`config.mk`:
```
export PLATFORM = sky130hd
export DESIGN_NAME = drum_div_seq_flat
export DESIGN_NICKNAME = d
export VERILOG_FILES = /design/src/rtl/drum_div_if.sv /design/src/rtl/drum_div_seq.sv /design/src/flat_wrapper.sv
export SDC_FILE = /design/constraint.sdc
export NUM_CORES = 1
export LEC_CHECK = 0
export BUFFER_PORTS_ARGS = -buffer_cell sky130_fd_sc_hd__buf_4
export CORE_ASPECT_RATIO = 1.1
export CORE_MARGIN = 8
export CORE_UTILIZATION = 39
export DETAILED_ROUTE_END_ITERATION = 10
export PLACE_DENSITY_LB_ADDON = 0.1
export SLEW_MARGIN = 20
export SYNTH_ARGS = -nofsm -noshare
export SYNTH_HDL_FRONTEND = slang
export SYNTH_SLANG_ARGS = --single-unit
```
`constraint.sdc`:
```
create_clock -name clk -period 6.8 [get_ports clk]
set_clock_uncertainty 0.15 [all_clocks]
set_input_delay 0.68 -clock clk [delete_from_list [all_inputs] [get_ports clk]]
set_output_delay 0.68 -clock clk [all_outputs]
set_load 0.03 [all_outputs]
```
`src/rtl/drum_div_if.sv`:
```
// Operand/result handshake bundle for the DRUM approximate divider.
// The master drives operands and consumes results; the slave is the divider.
interface drum_div_if #(
    parameter int WIDTH = 16
);
    logic             in_valid;
    logic             in_ready;
    logic [WIDTH-1:0] a;
    logic [WIDTH-1:0] b;
    logic             is_signed;
    logic             out_valid;
    logic             out_ready;
    logic [WIDTH-1:0] q;
    logic             dz;
    logic             ovf;

    modport master (
        output in_valid, a, b, is_signed, out_ready,
        input  in_ready, out_valid, q, dz, ovf
    );

    modport slave (
        input  in_valid, a, b, is_signed, out_ready,
        output in_ready, out_valid, q, dz, ovf
    );
endinterface

```
`src/rtl/drum_div_seq.sv`:
```
// Iterative approximate divider, the inverse of the DRUM multiplier.
// The divisor is truncated to K bits from its leading one with the LSB
// forced to 1. The dividend is pre-shifted by the same amount. A one-bit
// per cycle restoring division then runs on the reduced operands.
module drum_div_seq #(
    parameter int WIDTH = 16,
    parameter int K     = 6
) (
    input  logic        clk,
    input  logic        rst_n,
    drum_div_if.slave   bus
);
    localparam int CW = $clog2(WIDTH);

    typedef enum logic [2:0] {IDLE, PREP, DIV, FIX, DONE} state_t;

    // Control state, reset to a known idle condition.
    state_t           state_q, state_d;
    logic [CW-1:0]    cnt_q, cnt_d;
    logic             ovld_q, ovld_d;
    logic [WIDTH-1:0] q_q, q_d;
    logic             dz_q, dz_d;
    logic             ovf_q, ovf_d;

    // Datapath registers; their contents only matter once loaded.
    logic [WIDTH-1:0] a_q, a_d;
    logic [WIDTH-1:0] b_q, b_d;
    logic             sgn_q, sgn_d;
    logic             sq_q, sq_d;
    logic             aneg_q, aneg_d;
    logic [WIDTH-1:0] dvd_q, dvd_d;
    logic [K:0]       rem_q, rem_d;
    logic [K-1:0]     bt_q, bt_d;

    logic             in_ready;
    logic             accept;

    logic [WIDTH-1:0] ma;
    logic [WIDTH-1:0] mb;
    int               kb;
    int               sb;
    logic [WIDTH-1:0] dvd_init;
    logic [K-1:0]     bt_init;
    logic [K+1:0]     t;
    logic [K+1:0]     bt_ext;
    logic [WIDTH:0]   fix_res;

    // Final quotient forming: divide-by-zero saturation, sign restore and
    // positive overflow saturation. Returns {ovf, q}.
    function automatic logic [WIDTH:0] fix_result(
        input logic             dz,
        input logic             sgn,
        input logic             sq,
        input logic             aneg,
        input logic [WIDTH-1:0] mag
    );
        logic signed [WIDTH-1:0] mag_s;
        logic        [WIDTH-1:0] neg;
        logic        [WIDTH-1:0] pos_max;
        logic        [WIDTH-1:0] neg_min;
        pos_max = {1'b0, {(WIDTH-1){1'b1}}};
        neg_min = {1'b1, {(WIDTH-1){1'b0}}};
        mag_s   = $signed(mag);
        neg     = -mag_s;
        if (dz) begin
            if (sgn)
                return {1'b0, (aneg ? neg_min : pos_max)};
            return {1'b0, {WIDTH{1'b1}}};
        end
        if (sgn && sq)
            return {1'b0, neg};
        if (sgn && mag[WIDTH-1])
            return {1'b1, pos_max};
        return {1'b0, mag};
    endfunction

    // Operand preparation: magnitudes, leading-one search and truncation.
    always_comb begin
        ma = (sgn_q && a_q[WIDTH-1]) ? -a_q : a_q;
        mb = (sgn_q && b_q[WIDTH-1]) ? -b_q : b_q;
        kb = 0;
        for (int i = 0; i < WIDTH; i++) begin
            if (mb[i]) kb = i;
        end
        if (kb >= K) begin
            sb      = kb - K + 1;
            bt_init = K'(mb >> sb) | K'(1);
        end else begin
            sb      = 0;
            bt_init = K'(mb);
        end
        dvd_init = ma >> sb;
    end

    assign in_ready = (state_q == IDLE) || ((state_q == DONE) && bus.out_ready);
    assign accept   = bus.in_valid && in_ready;
    assign t        = {rem_q, dvd_q[WIDTH-1]};
    assign bt_ext   = {2'b00, bt_q};
    assign fix_res  = fix_result(dz_q, sgn_q, sq_q, aneg_q, dvd_q);

    // Next-state and datapath update for every FSM state.
    always_comb begin
        state_d = state_q;
        cnt_d   = cnt_q;
        ovld_d  = ovld_q;
        q_d     = q_q;
        dz_d    = dz_q;
        ovf_d   = ovf_q;
        a_d     = a_q;
        b_d     = b_q;
        sgn_d   = sgn_q;
        sq_d    = sq_q;
        aneg_d  = aneg_q;
        dvd_d   = dvd_q;
        rem_d   = rem_q;
        bt_d    = bt_q;

        if (accept) begin
            a_d     = bus.a;
            b_d     = bus.b;
            sgn_d   = bus.is_signed;
            dz_d    = 1'b0;
            ovf_d   = 1'b0;
            ovld_d  = 1'b0;
            state_d = PREP;
        end else begin
            case (state_q)
                IDLE: ;
                PREP: begin
                    sq_d   = sgn_q && (a_q[WIDTH-1] ^ b_q[WIDTH-1]);
                    aneg_d = sgn_q && a_q[WIDTH-1];
                    dvd_d  = dvd_init;
                    bt_d   = bt_init;
                    rem_d  = '0;
                    cnt_d  = CW'(WIDTH - 1);
                    if (mb == '0) begin
                        dz_d    = 1'b1;
                        state_d = FIX;
                    end else begin
                        state_d = DIV;
                    end
                end
                DIV: begin
                    if (t >= bt_ext) begin
                        rem_d = (K+1)'(t - bt_ext);
                        dvd_d = {dvd_q[WIDTH-2:0], 1'b1};
                    end else begin
                        rem_d = t[K:0];
                        dvd_d = {dvd_q[WIDTH-2:0], 1'b0};
                    end
                    cnt_d = cnt_q - CW'(1);
                    if (cnt_q == '0) state_d = FIX;
                end
                FIX: begin
                    ovf_d   = fix_res[WIDTH];
                    q_d     = fix_res[WIDTH-1:0];
                    ovld_d  = 1'b1;
                    state_d = DONE;
                end
                DONE: begin
                    if (bus.out_ready) begin
                        ovld_d  = 1'b0;
                        state_d = IDLE;
                    end
                end
                default: state_d = IDLE;
            endcase
        end
    end

    // FSM and result registers; reset aborts any division in flight.
    always_ff @(posedge clk) begin
        if (!rst_n) begin
            state_q <= IDLE;
            cnt_q   <= '0;
            ovld_q  <= 1'b0;
            q_q     <= '0;
            dz_q    <= 1'b0;
            ovf_q   <= 1'b0;
        end else begin
            state_q <= state_d;
            cnt_q   <= cnt_d;
            ovld_q  <= ovld_d;
            q_q     <= q_d;
            dz_q    <= dz_d;
            ovf_q   <= ovf_d;
        end
    end

    // Operand and division working registers.
    always_ff @(posedge clk) begin
        a_q    <= a_d;
        b_q    <= b_d;
        sgn_q  <= sgn_d;
        sq_q   <= sq_d;
        aneg_q <= aneg_d;
        dvd_q  <= dvd_d;
        rem_q  <= rem_d;
        bt_q   <= bt_d;
    end

    assign bus.in_ready  = in_ready;
    assign bus.out_valid = ovld_q;
    assign bus.q         = q_q;
    assign bus.dz        = dz_q;
    assign bus.ovf       = ovf_q;
endmodule

```
`src/flat_wrapper.sv`:
```
// flat-port wrapper written by rule: the top's interface ports become plain ports
module drum_div_seq_flat 
#(
    parameter int WIDTH = 16,
    parameter int K     = 6
)
  (clk, rst_n, bus_in_valid, bus_a, bus_b, bus_is_signed, bus_out_ready, bus_in_ready, bus_out_valid, bus_q, bus_dz, bus_ovf);
  drum_div_if #(.WIDTH(WIDTH)) bus_i ();
  input  logic clk;
  input  logic rst_n;
  input wire logic [$bits(bus_i.in_valid)-1:0] bus_in_valid;
  input wire logic [$bits(bus_i.a)-1:0] bus_a;
  input wire logic [$bits(bus_i.b)-1:0] bus_b;
  input wire logic [$bits(bus_i.is_signed)-1:0] bus_is_signed;
  input wire logic [$bits(bus_i.out_ready)-1:0] bus_out_ready;
  output wire logic [$bits(bus_i.in_ready)-1:0] bus_in_ready;
  output wire logic [$bits(bus_i.out_valid)-1:0] bus_out_valid;
  output wire logic [$bits(bus_i.q)-1:0] bus_q;
  output wire logic [$bits(bus_i.dz)-1:0] bus_dz;
  output wire logic [$bits(bus_i.ovf)-1:0] bus_ovf;
  assign bus_i.in_valid = bus_in_valid;
  assign bus_i.a = bus_a;
  assign bus_i.b = bus_b;
  assign bus_i.is_signed = bus_is_signed;
  assign bus_i.out_ready = bus_out_ready;
  assign bus_in_ready = bus_i.in_ready;
  assign bus_out_valid = bus_i.out_valid;
  assign bus_q = bus_i.q;
  assign bus_dz = bus_i.dz;
  assign bus_ovf = bus_i.ovf;
  drum_div_seq #(.WIDTH(WIDTH), .K(K)) u_core (.clk(clk), .rst_n(rst_n), .bus(bus_i));
endmodule
```
After elaboration in Yosys (flattened, before gate mapping)
Cells that the tools add are included.
{ "totals": {"register_bits": 90, "in_bits": 37, "out_inout_bits": 20, "elab_cells": 109} }
{ "classes": {"n_addsub": 7, "n_lt_le_gt_ge": 2, "n_eq_ne": 9, "n_shift": 2, "n_mux": 48, "bitwise_logic": 4, "reduce_logical": 21} }
{ "op_table": {"columns": ["cell", "count"], "rows": [
  ["32-bit 2-to-1 mux", 15],
  ["17-bit 2-to-1 mux", 8],
  ["16-bit 2-to-1 mux", 3],
  ["16-bit negator", 3],
  ["32-bit by 2-bit adder with 32-bit output, second input constant", 1],
  ["32-bit by 4-bit >= comparator with 1-bit output, second input constant", 1],
  ["16-bit one-hot mux with 2 select lines", 1],
  ["16-bit by 32-bit >> shifter with 16-bit output", 1],
  ["16-bit by 32-bit >> shifter with 6-bit output", 1],
  ["32-bit by 4-bit subtractor with 32-bit output, second input constant", 1],
  ["16-bit logical NOT", 1],
  ["3-bit one-hot mux with 5 select lines", 1],
  ["7-bit one-hot mux with 2 select lines", 1],
  ["1-bit 2-to-1 mux", 13],
  ["2-bit AND reduction", 5],
  ["8-bit by 6-bit >= comparator with 1-bit output", 1],
  ["4-bit one-hot mux with 2 select lines", 1],
  ["1-bit logical AND", 7],
  ["7-bit 2-to-1 mux", 1],
  ["7-bit by 6-bit subtractor with 7-bit output", 1],
  ["3-bit by 2-bit equality test with 1-bit output, second input constant", 2],
  ["3-bit 2-to-1 mux", 2],
  ["6-bit 2-to-1 mux", 1],
  ["3-bit AND reduction", 2],
  ["15 further kinds", 19]
]} }

Depth between registers and ports, before layout
Gate-level depths: netlist of run 1.
{ "depth": {"depth_word": 22, "ltp_mapped": 22, "mapped_depth_nobuf": 18} }

Worst setup path after synthesis of run 1
OpenSTA, ideal clock, no wires.
{ "synth_timing": {"path_kind": "register -> register", "start": "register u_core.b_q[0]", "end": "register u_core.dvd_q[3] (data pin)", "setup_ps": 259, "arrival_time_ps": 4762, "required_ps": 6391, "setup_slack_ps": 1629, "path_stages_with_launch": 21, "n_path_buf": 4, "synth_period_minus_slack_ps": 5171, "path_cell_list": "edfxtp_1 > inv_1 > ha_1 > or4b_1 > buf_2 > o21a_1 > xnor2_1 > o211a_1 > o311ai_1 > a21oi_2 > or2_2 > clkbuf_1 > inv_1 > ha_1 > clkbuf_1 > o21ai_0 > o21a_1 > buf_4 > mux2_2 > mux4_2 > a211o_1"} }
{ "synth_via": {"elab_chain_len": 22, "word_cells_on_any_way": 23, "cone_classes": "add/sub: 3; order compare: 1; shift: 1; mux: 18"} }
{ "synth_lines": {"columns": ["item", "line_no", "source"], "rows": [
  ["start: declaration", "drum_div_seq.sv:27", "logic [WIDTH-1:0] b_q, b_d;"],
  ["start signal: assignment", "drum_div_seq.sv:193", "b_q <= b_d;"],
  ["16-bit negator (*)", "drum_div_seq.sv:80", "mb = (sgn_q && b_q[WIDTH-1]) ? -b_q : b_q;"],
  ["16-bit 2-to-1 mux (*)", "drum_div_seq.sv:80", null],
  ["1-bit 2-to-1 mux", "drum_div_seq.sv:83", "if (mb[i]) kb = i;"],
  ["32-bit 2-to-1 mux (13 in series)", "drum_div_seq.sv:83", null],
  ["32-bit 2-to-1 mux (*)", "drum_div_seq.sv:83", null],
  ["32-bit by 4-bit subtractor with 32-bit output", "drum_div_seq.sv:86", "sb = kb - K + 1;"],
  ["32-bit by 2-bit adder with 32-bit output", "drum_div_seq.sv:86", null],
  ["32-bit 2-to-1 mux (*)", "drum_div_seq.sv:85", "if (kb >= K) begin"],
  ["16-bit by 32-bit >> shifter with 16-bit output (*)", "drum_div_seq.sv:92", "dvd_init = ma >> sb;"],
  ["16-bit one-hot mux with 2 select lines (*)", "drum_div_seq.sv:127", "case (state_q)"],
  ["end signal: assignment", "drum_div_seq.sv:197", "dvd_q <= dvd_d;"],
  ["end: declaration", "drum_div_seq.sv:31", "logic [WIDTH-1:0] dvd_q, dvd_d;"]
]} }
Every way passes the cells marked *; elsewhere a longest branch is shown, timed or not.
A chain may end at the register's enable or synchronous reset.

Worst setup path in the final report of run 1
Ends and elaborated chain as after synthesis.

==> results.ini, run 1 <==
[global_routing]
grt_pass1_wl_um = 27860
grt_overflow = 0
grt_use_total_pct = 16.27
antenna_found_initial = 0
grt_pass1_vias = 5401
grt_max_degree = 36

[yosys]
synth_compound_area_share_pct = 23.18
syn_avg_cell_area_um2 = 9.235
synth_top_family_by_area = compound AO/OA/AOI/OAI gates
synth_cell_types = 78
synthFlopType = edfxtp_1
synthCells = 706
synthMuxAreaShare_pct = 8.290
synthAdderAreaFrac_pct = 2.802
ys_seq_area_share_pct = 37.46
synth_xor_area_share_pct = 5.584
async_flop_share_pct = 0
synthesis.area_um2 = 6520
synth-seq-cells = 90
yosysWarnings = 0
synth_edf_count = 64
synthesis.nets = 757
synthSimpleGateAreaFrac_pct = 18.23

[clock_network]
cts_tree = built
cts_buffers = 9
htree_levels = 3
clock_path_buffers = 2
post-cts-setup-buffers = 0
hold_buffers = 0
cts-resized-gates = 0
clock-sinks = 90
cts_root_buf = clkbuf_16
clkSlewWorstSetupHoldPaths_ns = 0.08
worstSkewPairLatency_ns = 0.35

[drt]
ant_nets = 0
drc_errors = 0
firstDrtPassIters = 5
vias = 5519
drtIter0Drc = 301
drt-wirelength-per-cell_um = 17.97
viasPerCell = 5.779
totalWireLength_um = 17160

[power]
pwr-share-clk_pct = 21.1
cellLeakagePower_uw = 0.002936
p_int_uw = 1499
switching_share_pct = 39.26
power_density_nw_per_um2 = 332.7
ir_drop_uv = 129.7
seq_power_share_pct = 33.3
p_comb_share_pct = 45.5
switchingPower_uw = 968.9
total_power_uw = 2468

[final_layout]
syn2layout_area_growth_pct = 13.76
diodes = 0
drive_gt1_share_pct = 16.25
nets = 797
nFillCells = 1590

[critical_path]
crit_path_max_incr_delay_ns = 0.57
rrSetupSlack_ns = 0.98
crit_family = compound AO/OA/AOI/OAI gates
crit_fanout = 16
reg2reg_to = u_core.dvd_q[3]
cp-start-kind = flop
critPathRequiredTime_ns = 6.76
path_buf_inv = 4
slowest_stage = or4b_1
crit_type = flop to flop
r2r_cells = 18
critPathArrivalTime_ns = 5.78
worstReg2RegStart = u_core.b_q[0]
endpoint_kind = flop
crit_cells = 18
path_cells = inv_1, ha_1, or4b_1, o21a_1, xnor2_1, o211a_1, o311ai_1, a21oi_2, or2_2, inv_1, ha_1, buf_4, o21ai_0, o21a_1, buf_4, mux2_2, mux4_2, a211o_1

[place]
place_worst_setup_slack_ns = 0.9742
dpl.hpwl_um = 13350
io_buffers = 56
gp_congestion = 0.8702

[die]
start_util_pct = 39.83
die_area_um2 = 21120
die_x_um = 139.3
die_h_um = 151.6
rows = 49
pin_count = 57
placeableCoreArea_um2 = 16370

[sta]
fin_ws_ns = 0.9764
fin_crit_sh_pct = 85.64
tightest_slew_ns = 0.9778
fmax_mhz = 171.7
rsz0062_at_grt = no
setup_tns_ns = 0
slew_violations = 0
finalHoldViolCount = 0
finalCriticalPeriod_ns = 5.824
setup_viol_count_final = 0
max-slew-margin-rel_pct = 34.57

[run]
maxCapViolCount = 0

[min_path]
min_from = u_core.bus.ovf
hold_path_end = u_core.bus.ovf
whs_path_depth = 2
hold_path_class = flop to flop

[status]
status = complete, no violations

[Yosys cell counts, types with 4 or more instances]
| master | count | area share [%] |
|---|---|---|
| edfxtp_1 | 64 | 29 |
| nor2_1 | 57 | 3.3 |
| nand2_1 | 56 | 3.2 |
| a21oi_1 | 50 | 3.8 |
| o21ai_0 | 42 | 3.2 |
| nor3_1 | 35 | 2.7 |
| inv_1 | 29 | 1.7 |
| clkbuf_1 | 27 | 1.6 |
| mux2i_1 | 27 | 4.1 |
| dfxtp_1 | 26 | 8.0 |
| xnor2_1 | 20 | 2.7 |
| xor2_1 | 16 | 2.1 |
| a31oi_1 | 14 | 1.3 |
| mux2_2 | 14 | 2.4 |
| nand2b_1 | 14 | 1.3 |
| ha_1 | 13 | 2.5 |
| o211a_1 | 13 | 2.0 |
| a211oi_1 | 11 | 1.3 |
| a21o_1 | 11 | 1.3 |
| o211ai_1 | 11 | 1.3 |
| a211o_1 | 9 | 1.2 |
| nand3_1 | 9 | 0.69 |
| and2_1 | 8 | 0.77 |
| nor2b_1 | 8 | 0.77 |
| nor4_1 | 8 | 0.77 |
| nor3b_1 | 6 | 0.69 |
| mux4_2 | 5 | 1.7 |
| o21a_1 | 5 | 0.58 |
| o31ai_1 | 5 | 0.58 |
| or4_1 | 5 | 0.58 |
| a21boi_0 | 4 | 0.46 |
| buf_6 | 4 | 0.69 |
| nand3b_1 | 4 | 0.46 |
| nand4_1 | 4 | 0.38 |
[placed cells by master, fill, tap and decap left out, drive strengths merged, types with 26 or more instances in the layout]
master	count
a21oi	52
buf	65
dfxtp	26
edfxtp	64
inv	32
mux2i	27
nand2	56
nor2	57
nor3	37
o21ai	45
[per-layer routing]
layer  vias up  part of all wire (%)  wire, um  GRT usage (%)
met3        21                   3.8       652          2.664
met2       121                    48      8321          28.24
li1       2745                     -         -              -
met4         0                   1.7       298          6.370
met1      2632                    46      7885          19.98
met5         -                     0         0              0
[flip-flops by register name (all words and copies together), names as in the netlist, 3 cells and up]
signal / flops
u_core.bt_q: 6
u_core.a_q: 16
u_core.rem_q: 7
u_core.bus.q: 16
u_core.state_q: 3
u_core.dvd_q: 16
u_core.b_q: 16
u_core.cnt_q: 4
[worst max-delay path by stage]
stage | startpoint | to | slack (ns)
global route | u_core.b_q[0] | u_core.dvd_q[1] | 0.56
CTS | u_core.b_q[0] | u_core.dvd_q[3] | 0.96
detailed placement | u_core.b_q[0] | u_core.dvd_q[3] | 0.97
finish | u_core.b_q[0] | u_core.dvd_q[3] | 0.98
global placement | u_core.b_q[0] | u_core.dvd_q[3] | 1.15
floorplan | u_core.b_q[0] | u_core.dvd_q[3] | 1.63
[logic make-up after synthesis]
logic type,after synthesis
XOR/XNOR,39
multiplexers,46
adder cells (fa/ha/maj),14
AO/OA/AOI/OAI,216
AND/OR/NAND/NOR,234
buffers and inverters,67
flip-flops,90
[power groups by stage]
stage | registers [uW] | clock network (uW) | logic (uW)
after global routing | 839 | 553 | 1230
after CTS | 822 | 535 | 1130
after floorplan | 800 | 0 | 879
after detailed placement | 834 | 0 | 1120
after global placement | 830 | 0 | 1120
final | 822 | 522 | 1120
[through the flow]
step / hold WS [ns] / cells / utilization (%) / area, um2
after global placement: 0.3310 / 939 / 43.39 / 7103
after floorplan: 0.3445 / 706 / - / 6520
after global routing: 0.3433 / 955 / 45.31 / 7417
after CTS: 0.3402 / 955 / 45.31 / 7417
after detailed placement: 0.3278 / 939 / 43.39 / 7103
final: 0.3404 / 955 / 45.31 / 7417
[final cells by class]
type / count / area, um2 / share of cell area [%]
Multi-Input combinational cell: 549 / 3801 / 51.25
Sequential cell: 90 / 2442 / 32.93
Timing Repair Buffer: 65 / 488.0 / 6.579
Clock buffer: 12 / 279.0 / 3.762
Tap cell: 204 / 255.2 / 3.441
Inverter: 31 / 116.4 / 1.569
Clock inverter: 4 / 35.03 / 0.4723
[worst register-to-register path: stages, from the launching register on]
cell and delay (ns):
edfxtp_1 0.45, inv_1 0.13, ha_1 0.28, or4b_1 0.57
o21a_1 0.24, xnor2_1 0.20, o211a_1 0.17, o311ai_1 0.44
a21oi_2 0.21, or2_2 0.41, inv_1 0.22, ha_1 0.28
buf_4 0.20, o21ai_0 0.12, o21a_1 0.16, buf_4 0.24
mux2_2 0.38, mux4_2 0.45, a211o_1 0.29
Note: power is estimated with default switching activity, not from simulation.
==> run 2, diff against run 1 <==
==> constraint.sdc (replaced) <==
create_clock -name clk -period 5.95 [get_ports clk]
set_clock_uncertainty 0.15 [all_clocks]
set_input_delay 0.595 -clock clk [delete_from_list [all_inputs] [get_ports clk]]
set_output_delay 0.595 -clock clk [all_outputs]
set_load 0.03 [all_outputs]
==> run 2 against run 1 <==
Count of clock-buffer cells in the layout decreased by 1. Flip-flop and latch count unchanged. Critical endpoint is now u_core.dvd_q[4]. Sequential power rose by 14%. Non-clock buffer count increased by 8. Setup slack got worse by 0.52 ns. Highest routed layer unchanged. Die area unchanged. Global-route usage is 0.083 points lower. Final cell count rose by 0.84%. Final area grew 0.64%. Critical path type unchanged.
==> results.ini, run 2 (same netlist as run 1, synthesis figures left out) <==
[die]
die_area_um2 = 21120  ; unchanged
start_util_pct = 39.83  ; unchanged
pin_count = 57  ; unchanged
die_x_um = 139.3  ; unchanged
die_h_um = 151.6  ; unchanged
placeableCoreArea_um2 = 16370  ; unchanged
rows = 49  ; unchanged

[power]
total_power_uw = 2807  ; +14%
ir_drop_uv = 164.9  ; +27%
power_density_nw_per_um2 = 376.0  ; +13%
cellLeakagePower_uw = 0.002968  ; +1.1%

[drt]
totalWireLength_um = 17050  ; -0.61%
firstDrtPassIters = 5  ; unchanged
highest_layer = met4
route.met3.wl_um = 673  ; +3.2%
drc_errors = 0  ; unchanged
drt-wirelength-per-cell_um = 17.71  ; -1.4%
vias = 5559  ; +0.72%
drtIter0Drc = 352  ; +17%
ant_nets = 0  ; unchanged
viasPerCell = 5.773  ; -0.11%
dr_wl_met2_um = 8086  ; -2.8%
wl_met1_um = 7972  ; +1.1%

[final_layout]
fin_area_um2 = 7465  ; +0.64%
nFillCells = 1568  ; -1.4%
diodes = 0  ; unchanged
drive_gt1_share_pct = 17.26  ; +1.0 points
layout_commonest_cell = buf_4
fin_util_pct = 45.60  ; +0.29 points
syn2layout_area_growth_pct = 14.49
nets = 805  ; +1.0%
mostFrequentLayoutCells = 73 x buf_4, 64 x edfxtp_1, 56 x nand2_1, 56 x nor2_1, 50 x a21oi_1

[place]
gp_congestion = 0.8863  ; +1.9%
place_area_um2 = 7163  ; +0.85%
io_buffers = 56  ; unchanged
dpl.hpwl_um = 13180  ; -1.3%

[critical_path]
path_buf_inv = 3  ; -1
critPathArrivalTime_ns = 5.53  ; -0.25 ns
crit_type = flop to flop
endpoint_kind = flop
crit_family = compound AO/OA/AOI/OAI gates
slowest_stage = or4b_1
cp-start-kind = flop
critPathRequiredTime_ns = 5.99  ; -0.77 ns
crit_fanout = 11  ; -5
crit_path_max_incr_delay_ns = 0.57  ; about the same
path_cells = inv_1, ha_1, or4b_1, o21a_1, xnor2_1, o211a_1, o311ai_2, a21oi_2, or2_2, inv_1, ha_1, a2111oi_4, o21a_1, buf_4, mux2_2, mux2i_1, o21ai_0, o211ai_1

[clock_network]
worstSkewPairLatency_ns = 0.34  ; about the same
cts_buffers = 9  ; unchanged
clock-sinks = 90  ; unchanged
cts_tree = built
clkSlewWorstSetupHoldPaths_ns = 0.07  ; about the same
cts_root_buf = clkbuf_16
htree_levels = 3  ; unchanged
hold_buffers = 0  ; unchanged
clock_path_buffers = 2  ; unchanged

[sta]
finalHoldViolCount = 0  ; unchanged
fin_crit_sh_pct = 92.32  ; +6.7 points
slew_violations = 0  ; unchanged
max-slew-margin-rel_pct = 35.39  ; +0.82 points
fmax_mhz = 182.1  ; +6.0%
tightest_slew_ns = 0.9655  ; -0.01228 ns
setup_tns_ns = 0  ; unchanged
rsz0062_at_grt = no
setup_viol_count_final = 0  ; unchanged
timing.hold.ws_ns = 0.2690  ; -0.07142 ns
finalCriticalPeriod_ns = 5.493  ; -0.3308 ns

[global_routing]
grt_pass1_wl_um = 27870  ; about the same
grt_max_degree = 36  ; unchanged
grt_overflow = 0  ; unchanged
grt_use_total_pct = 16.18  ; -0.083 points
antenna_found_initial = 0  ; unchanged
grt_pass1_vias = 5430  ; +0.54%

[run]
maxCapViolCount = 0  ; unchanged

[status]
status = complete, no violations

[min_path]
hold_path_class = primary input to flop

==> run 2: repair_timing <==
item | in CTS | in global routing
setup endpoints to repair | 0 | 5
setup buffers | 0 | 0
resized for setup | 0 | 1
==> run 2: routing by layer <==
metal	track usage (%)	up-vias
met3	2.444	19
met2	27.99	151
li1	-	2768
met1	20.18	2621
met4	6.041	0
met5	0	-
==> run 2: metrics by stage <==
step           std cells  setup slack, ns
2_1_floorplan        706           0.7795
3_3_place_gp         947           0.4733
3_5_place_dp         947           0.3506
4_1_cts              963           0.3306
5_1_grt              963          0.06477
6_report             963           0.4572
==> run 2: final timing paths <==
path,from,endpoint,slack [ns],cells past startpoint
worst max-delay path,u_core.b_q[0],u_core.dvd_q[4],0.46,18
worst min-delay path,bus_a[1],u_core.a_q[1],0.27,1
worst max register to register,u_core.b_q[0],u_core.dvd_q[4],0.46,18
worst min register to register,u_core.bus.ovf,u_core.bus.ovf,0.35,2
==> run 2: report_power, final <==
| group | total, uW | switching, uW | internal (uW) |
|---|---|---|---|
| registers | 938 | 114 | 824 |
| clock network | 578 | 263 | 315 |
| logic | 1290 | 736 | 555 |
==> run 2: cell type report <==
type	instances	area [um2]	share of cell area, %
timing repair buffer	73	548.0	7.342
multi-input combinational	549	3809	51.02
sequential	90	2442	32.72
inverter	31	116.4	1.559
clock inverter	5	40.04	0.5364
clock buffer	11	254.0	3.403
tap	204	255.2	3.419
==> run 2: worst register-to-register path, stage by stage, from the launching register on <==
cell and delay (ns):
edfxtp_1 0.45, inv_1 0.11, ha_1 0.24, or4b_1 0.57, o21a_1 0.25, xnor2_1 0.29
o211a_1 0.22, o311ai_2 0.14, a21oi_2 0.32, or2_2 0.27, inv_1 0.15, ha_1 0.26
a2111oi_4 0.30, o21a_1 0.32, buf_4 0.26, mux2_2 0.38, mux2i_1 0.33, o21ai_0 0.15
o211ai_1 0.18
